**src/rtl/icache_pkg.sv**
```systemverilog
// Shared types and defaults for the instruction-cache line-fill engine.
package icache_pkg;

  typedef enum logic [2:0] {
    S_IDLE,
    S_CMD,
    S_ADDR,
    S_DUMMY,
    S_DATA,
    S_GAP,
    S_DRAIN
  } fill_state_e;

  localparam logic [7:0] QSPI_QUAD_READ    = 8'hEB;
  localparam int         DEF_LINE_LENGTH   = 4;
  localparam int         DEF_PA            = 22;
  localparam int         DEF_ADDR_NIBBLES  = 6;
  localparam int         DEF_DUMMY         = 4;

endpackage

```
**src/rtl/icache_fill_qspi_phy.sv**
```systemverilog
// QSPI slot sequencer: two clk per nibble slot, sck low then high, with a slot counter
// that restarts whenever the bus goes inactive.
module qspi_phy #(
  parameter int SLOT_W = 5
) (
  input  logic              clk,
  input  logic              reset_n,
  input  logic              active,
  input  logic              out_en,
  input  logic [3:0]        out_nibble,
  input  logic [3:0]        io_i,
  output logic              cs_n,
  output logic              sck,
  output logic [3:0]        io_o,
  output logic              io_oe,
  output logic [SLOT_W-1:0] slot,
  output logic              slot_end,
  output logic              sample,
  output logic [3:0]        rx_nibble
);

  logic phase;

  always_ff @(posedge clk or negedge reset_n) begin
    if (!reset_n) begin
      phase <= 1'b0;
      slot  <= '0;
    end else if (!active) begin
      phase <= 1'b0;
      slot  <= '0;
    end else begin
      phase <= ~phase;
      if (phase) slot <= slot + 1'b1;
    end
  end

  // The high half of a slot is its last clk, so input nibbles are captured on the edge ending it.
  assign slot_end  = active & phase;
  assign sample    = slot_end & ~out_en;
  assign cs_n      = ~active;
  assign sck       = active & phase;
  assign io_oe     = active & out_en;
  assign io_o      = io_oe ? out_nibble : 4'h0;
  assign rx_nibble = io_i;

endmodule

```
**src/rtl/icache_fill.sv**
```systemverilog
// Instruction-cache line fill: quad-SPI read of one line, then a gap-free burst of nibble
// writes into the cache, low nibble of byte 0 first.
module icache_fill
  import icache_pkg::*;
#(
  parameter int         LINE_LENGTH  = DEF_LINE_LENGTH,
  parameter int         PA           = DEF_PA,
  parameter int         ADDR_NIBBLES = DEF_ADDR_NIBBLES,
  parameter int         DUMMY        = DEF_DUMMY,
  parameter logic [7:0] CMD          = QSPI_QUAD_READ
) (
  input  logic                          clk,
  input  logic                          reset_n,
  input  logic                          pull,
  input  logic [PA-1:$clog2(LINE_LENGTH)] tag,
  input  logic                          fault,
  output logic [3:0]                    dread,
  output logic                          wstrobe_d,
  output logic                          busy,
  output logic                          spi_cs_n,
  output logic                          spi_sck,
  output logic [3:0]                    spi_io_o,
  output logic                          spi_io_oe,
  input  logic [3:0]                    spi_io_i
);

  localparam int OFF    = $clog2(LINE_LENGTH);
  localparam int NIBS   = 2 * LINE_LENGTH;
  localparam int NIB_W  = $clog2(NIBS);
  localparam int BUF_W  = 8 * LINE_LENGTH;
  localparam int ADDR_W = 4 * ADDR_NIBBLES;
  localparam int SLOTS  = 2 + ADDR_NIBBLES + DUMMY + NIBS;
  localparam int SLOT_W = $clog2(SLOTS + 1);

  localparam logic [SLOT_W-1:0] CMD_LAST   = SLOT_W'(1);
  localparam logic [SLOT_W-1:0] ADDR_BASE  = SLOT_W'(2);
  localparam logic [SLOT_W-1:0] ADDR_LAST  = SLOT_W'(2 + ADDR_NIBBLES - 1);
  localparam logic [SLOT_W-1:0] DATA_BASE  = SLOT_W'(2 + ADDR_NIBBLES + DUMMY);
  localparam logic [SLOT_W-1:0] DUMMY_LAST = SLOT_W'(2 + ADDR_NIBBLES + DUMMY - 1);
  localparam logic [SLOT_W-1:0] DATA_LAST  = SLOT_W'(SLOTS - 1);
  localparam logic [NIB_W-1:0]  DRAIN_LAST = NIB_W'(NIBS - 1);

  fill_state_e         state, next_state;
  logic [PA-1:OFF]     r_tag;
  logic [BUF_W-1:0]    line_buf;
  logic [NIB_W-1:0]    drain_cnt;
  logic                start, active, out_en, slot_end, sample;
  logic [SLOT_W-1:0]   slot, addr_idx;
  logic [NIB_W-1:0]    data_idx;
  logic [3:0]          out_nibble, rx_nibble;
  logic [ADDR_W-1:0]   addr_full, addr_shift;

  assign start     = pull && !fault;
  assign active    = state inside {S_CMD, S_ADDR, S_DUMMY, S_DATA};
  assign out_en    = state inside {S_CMD, S_ADDR};
  assign busy      = (state != S_IDLE);
  assign wstrobe_d = (state == S_DRAIN);
  assign dread     = wstrobe_d ? line_buf[{drain_cnt, 2'b00} +: 4] : 4'h0;

  assign addr_full  = ADDR_W'({r_tag, {OFF{1'b0}}});
  assign addr_idx   = slot - ADDR_BASE;
  assign addr_shift = addr_full << {addr_idx, 2'b00};
  assign data_idx   = NIB_W'(slot - DATA_BASE);

  always_comb begin
    out_nibble = 4'h0;
    if (state == S_CMD)       out_nibble = slot[0] ? CMD[3:0] : CMD[7:4];
    else if (state == S_ADDR) out_nibble = addr_shift[ADDR_W-1 -: 4];
  end

  qspi_phy #(.SLOT_W(SLOT_W)) u_phy (
    .clk        (clk),
    .reset_n    (reset_n),
    .active     (active),
    .out_en     (out_en),
    .out_nibble (out_nibble),
    .io_i       (spi_io_i),
    .cs_n       (spi_cs_n),
    .sck        (spi_sck),
    .io_o       (spi_io_o),
    .io_oe      (spi_io_oe),
    .slot       (slot),
    .slot_end   (slot_end),
    .sample     (sample),
    .rx_nibble  (rx_nibble)
  );

  always_ff @(posedge clk or negedge reset_n) begin
    if (!reset_n) state <= S_IDLE;
    else          state <= next_state;
  end

  // A tag change by GAP time means the requester moved on, so the buffered line is dropped.
  always_comb begin
    next_state = state;
    case (state)
      S_IDLE:  if (start) next_state = S_CMD;
      S_CMD:   if (slot_end && slot == CMD_LAST)   next_state = S_ADDR;
      S_ADDR:  if (slot_end && slot == ADDR_LAST)  next_state = S_DUMMY;
      S_DUMMY: if (slot_end && slot == DUMMY_LAST) next_state = S_DATA;
      S_DATA:  if (slot_end && slot == DATA_LAST)  next_state = S_GAP;
      S_GAP:   next_state = (tag == r_tag) ? S_DRAIN : S_IDLE;
      S_DRAIN: if (drain_cnt == DRAIN_LAST) next_state = S_IDLE;
      default: next_state = S_IDLE;
    endcase
  end

  // Bus nibble k lands at bit 4*(k^1): high nibble of each byte arrives first.
  always_ff @(posedge clk or negedge reset_n) begin
    if (!reset_n) begin
      r_tag     <= '0;
      line_buf  <= '0;
      drain_cnt <= '0;
    end else begin
      if (state == S_IDLE && start) r_tag <= tag;
      if (state == S_DATA && sample)
        line_buf[{data_idx ^ NIB_W'(1), 2'b00} +: 4] <= rx_nibble;
      drain_cnt <= (state == S_DRAIN) ? drain_cnt + 1'b1 : '0;
    end
  end

endmodule

```
**config.mk**
```make
export PLATFORM = sky130hd
export DESIGN_NAME = icache_fill
export DESIGN_NICKNAME = d
export VERILOG_FILES = /design/src/rtl/icache_pkg.sv /design/src/rtl/icache_fill_qspi_phy.sv /design/src/rtl/icache_fill.sv
export SDC_FILE = /design/constraint.sdc
export NUM_CORES = 1
export LEC_CHECK = 0
export CAP_MARGIN = 5
export CORE_ASPECT_RATIO = 1.25
export CORE_MARGIN = 2
export CORE_UTILIZATION = 51
export DETAILED_ROUTE_END_ITERATION = 8
export HOLD_SLACK_MARGIN = 0.15
export PLACE_DENSITY = 0.76
export SLEW_MARGIN = 20
export SYNTH_ARGS = -nofsm -noshare
export SYNTH_HDL_FRONTEND = slang
export SYNTH_SLANG_ARGS = --single-unit
```
**constraint.sdc**
```tcl
create_clock -name clk -period 2.25 [get_ports clk]
set_clock_uncertainty 0.05 [all_clocks]
set_input_delay 0.45 -clock clk [delete_from_list [all_inputs] [get_ports clk]]
set_output_delay 0.45 -clock clk [all_outputs]
set_load 0.02 [all_outputs]
```
==> results.sh <==
export IMPL_design_power_total_mw=5.107
export IMPL_grt_max_degree=65
export IMPL_detailedPlace_worstSlack_ns=-0.2442
export IMPL_async_flop_share=1.000
export IMPL_hold_ws_ns=0.4558
export IMPL_status="finished, violations left"
export IMPL_type_of_element_capturing_the_critical_path="primary output"
export IMPL_num_vias=2564
export IMPL_timing_hold_worst_endpoint="line_buf[29]$_DFFE_PN0P_"
export IMPL_antenna_violations_before_repair=0
export IMPL_synth_edf_count=0
export IMPL_ys_seq_area_frac=0.4429
export IMPL_max_cap_viol_count=0
export IMPL_drt_first_iter_violations=135
export IMPL_worstMarginPinSlew_ns=0.5021
export IMPL_start_util=0.5215
export IMPL_period_utilization=1.043
export IMPL_postSynthRegisterBits=64
export IMPL_hpwlAfterDp_um=5864
export IMPL_timing_rr_start="u_phy.slot[1]$_DFFE_PN0N_"
export IMPL_startpoint_class="flop"
export IMPL_portBuffers=40
export IMPL_viasPerCell=5.526
export IMPL_number_of_synthesis_warnings=0
export IMPL_grt_pass1_wl_um=13170
export IMPL_design_die_area_um2=7784
export IMPL_final_common_cell="sky130_fd_sc_hd__dfrtp_1"
export IMPL_netlist_cell_type_count=40
export IMPL_area_growth_synth_to_final_pct=28.24
export IMPL_reg2reg_depth=8
export IMPL_synthesis_instances=293
export IMPL_finalWeightedCongestion=0.8527
export IMPL_finish_utilization=0.6687
export IMPL_worst_path_buf_inv=2
export IMPL_timing_critical_path_fanout_max=4
export IMPL_core_rowCount=34
export IMPL_grt_usage=0.2222
export IMPL_coreArea_um2=6934
export IMPL_drt_drc_violations_left=0
export IMPL_regToRegEndpoint="line_buf[23]$_DFFE_PN0P_"
export IMPL_critPathArrivalTime_ns=1.85
export IMPL_holdPathStages=1
export IMPL_slew_headroom=0.6621
export IMPL_peakVddDrop_v=0.0007048
export IMPL_worst_path_stages=7
export IMPL_final_antenna_net_count=0
export IMPL_globalRoute_totalOverflow=0
export IMPL_final_cell_mix="sky130_fd_sc_hd__dfrtp_1 (62), sky130_fd_sc_hd__mux2_2 (34), sky130_fd_sc_hd__buf_4 (34)"
export IMPL_syn_nets=331
export IMPL_dominantRegCellSynth="sky130_fd_sc_hd__dfrtp_1"
export IMPL_die_y_um=98.14
export IMPL_worst_slack_ns=-0.09569
export IMPL_avgSynthCellArea_um2=12.34
export IMPL_clockBufferDepth=2
export IMPL_reg2reg_setup_slack_ns=0.09
export IMPL_route_detailed_wl_per_inst_um=17.41
export IMPL_required_time_worst_endpoint_ns=1.75
export IMPL_finalSetupViolations=4
export IMPL_cts_tree="built"
export IMPL_achievable_frequency_ghz=0.4263
export IMPL_worst_hold_path_type="reg -> reg"
export IMPL_critical_path_cell_chain="inv_2 > ha_4 > mux2i_2 > a21oi_1 > a22oi_1 > o22ai_2 > buf_6"
export IMPL_holdCritStartpoint="line_buf[29]$_DFFE_PN0P_"
export IMPL_slowest_stage="sky130_fd_sc_hd__dfrtp_1"
export IMPL_max_stage_delay_ns=0.42
export IMPL_setup_tns_final_ns=-0.2984
export IMPL_num_antenna_cells=0
export IMPL_violations="negative setup slack"
export IMPL_report_final_slew_viol_count=0
export IMPL_final_hold_violation_count=0
export IMPL_worst_skew_pair_later_pin_latency_ns=0.34
export IMPL_via_count_of_the_first_global_routing_pass=2677
export IMPL_critical_path_top_delay_family="flip-flops"
export IMPL_ios=41
export IMPL_layout_min_cycle_time_ns=2.346
export IMPL_clock_sink_count=64
export IMPL_layout_cell_share_with_drive_strength_beyond_1=0.3984
export IMPL_unrepaired_setup_endpoints_after_global_routing="true"
export IMPL_cts_buffers=9
export IMPL_die_width_um=79.32
export IMPL_h_tree_depth=3
export IMPL_num_nets_final=407
export IMPL_critical_path_class="reg -> out"
export IMPL_syn_area_um2=3616
export IMPL_power_static_leakage_nw=2.133
export IMPL_cts_reportedPaths_clkPinSlew_ns=0.08
export IMPL_drt_first_pass_iters=4
export IMPL_root_buffer="sky130_fd_sc_hd__clkbuf_8"
export IMPL_postRouteWirelength_um=8080
export IMPL_power_density_nw_per_um2=1101
-- layer usage --
layer,GRT usage,vias up,wire [um]
met2,0.4042,63,4377
li1,-,1206,-
met3,0.03789,15,246
met5,0,-,0
met1,0.2603,1280,3281
met4,0.07825,0,174
-- worst max-delay path by stage --
stage                               from          end  slack, ns
6_report       u_phy.slot[1]$_DFFE_PN0N_  spi_io_o[2]       -0.1
5_1_grt        u_phy.slot[1]$_DFFE_PN0N_  spi_io_o[2]      -0.19
4_1_cts        u_phy.slot[1]$_DFFE_PN0N_  spi_io_o[2]      -0.09
3_5_place_dp   u_phy.slot[1]$_DFFE_PN0N_  spi_io_o[2]      -0.24
3_3_place_gp   u_phy.slot[1]$_DFFE_PN0N_  spi_io_o[2]      -0.21
2_1_floorplan  u_phy.slot[1]$_DFFE_PN0N_  spi_io_o[3]       0.06
-- cells in the mapped netlist, drive strengths merged, types with 2 or more instances --
master,instances,share of area
nand4,5,0.0087
and4,2,0.0048
a22oi,2,0.0042
nand2,16,0.017
mux4,10,0.062
a21oi,10,0.014
clkbuf,6,0.0062
ha,10,0.035
mux2i,7,0.019
nor3b,3,0.0062
mux2,55,0.19
xor2,10,0.024
o22ai,2,0.0035
inv,5,0.0052
nor2,18,0.019
or3b,2,0.0055
nor3,4,0.0055
o21ai,5,0.0069
buf,7,0.014
nor4,2,0.0035
and2,9,0.016
and3,7,0.012
nor2b,3,0.0052
nor4b,2,0.0048
dfrtp,64,0.44
xnor2,16,0.039
nand3b,2,0.0042
-- where the power goes --
group	switching, mW	internal, mW	total (mW)	leakage [nW]
clock network	0.467	0.511	0.978	0.0916
registers	0.328	1.46	1.78	0.833
logic	1.02	1.33	2.35	1.21
-- cell families after synthesis --
| group | after synthesis | share of synthesized area |
|---|---|---|
| AND/OR/NAND/NOR | 80 | 0.1239 |
| multiplexers | 72 | 0.2737 |
| flip-flops | 64 | 0.4429 |
| XOR/XNOR | 26 | 0.06297 |
| AO/OA/AOI/OAI | 23 | 0.03668 |
| buffers and inverters | 18 | 0.02526 |
| adder cells (fa/ha/maj) | 10 | 0.03460 |
-- stage by stage --
stage                     std cells  cell area, um^2
after floorplan                 293             3633
after global routing            464             4637
final                           464             4637
after global placement          439             4298
after CTS                       460             4542
after detailed placement        439             4298
-- repair_timing --
action | in CTS | in global routing
pin swaps | 1 | 5
endpoints found under the setup margin | 13 | 38
gates resized for setup | 56 | 15
setup buffers | 4 | 5
hold buffers | 1 | 0
hold endpoints to repair | 64 | 0
-- worst reg2reg max path: stages (launching register included) --
cell	delay [ns]
sky130_fd_sc_hd__dfrtp_1	0.42
sky130_fd_sc_hd__inv_2	0.08
sky130_fd_sc_hd__buf_4	0.13
sky130_fd_sc_hd__buf_4	0.15
sky130_fd_sc_hd__ha_1	0.19
sky130_fd_sc_hd__a21oi_1	0.16
sky130_fd_sc_hd__nor2b_1	0.28
sky130_fd_sc_hd__nand2_1	0.25
sky130_fd_sc_hd__mux2_2	0.33
-- area by class of cell --
| type | instances | area, um^2 |
|---|---|---|
| fillers | 518 | 2297 |
| multi-input cells | 211 | 2008 |
| flip-flops and latches | 64 | 1604 |
| repair buffers | 78 | 698.2 |
| clock buffers | 9 | 123.9 |
| well taps | 90 | 112.6 |
| clock inverters | 7 | 71.32 |
| inverters | 5 | 18.77 |
-- registers in the layout, indices dropped and copies added (netlist names) --
register     flops
u_phy.slot       5
line_buf        32
r_tag           20
state            3
drain_cnt        3
u_phy.phase      1
(Power assumes the default switching activity.)
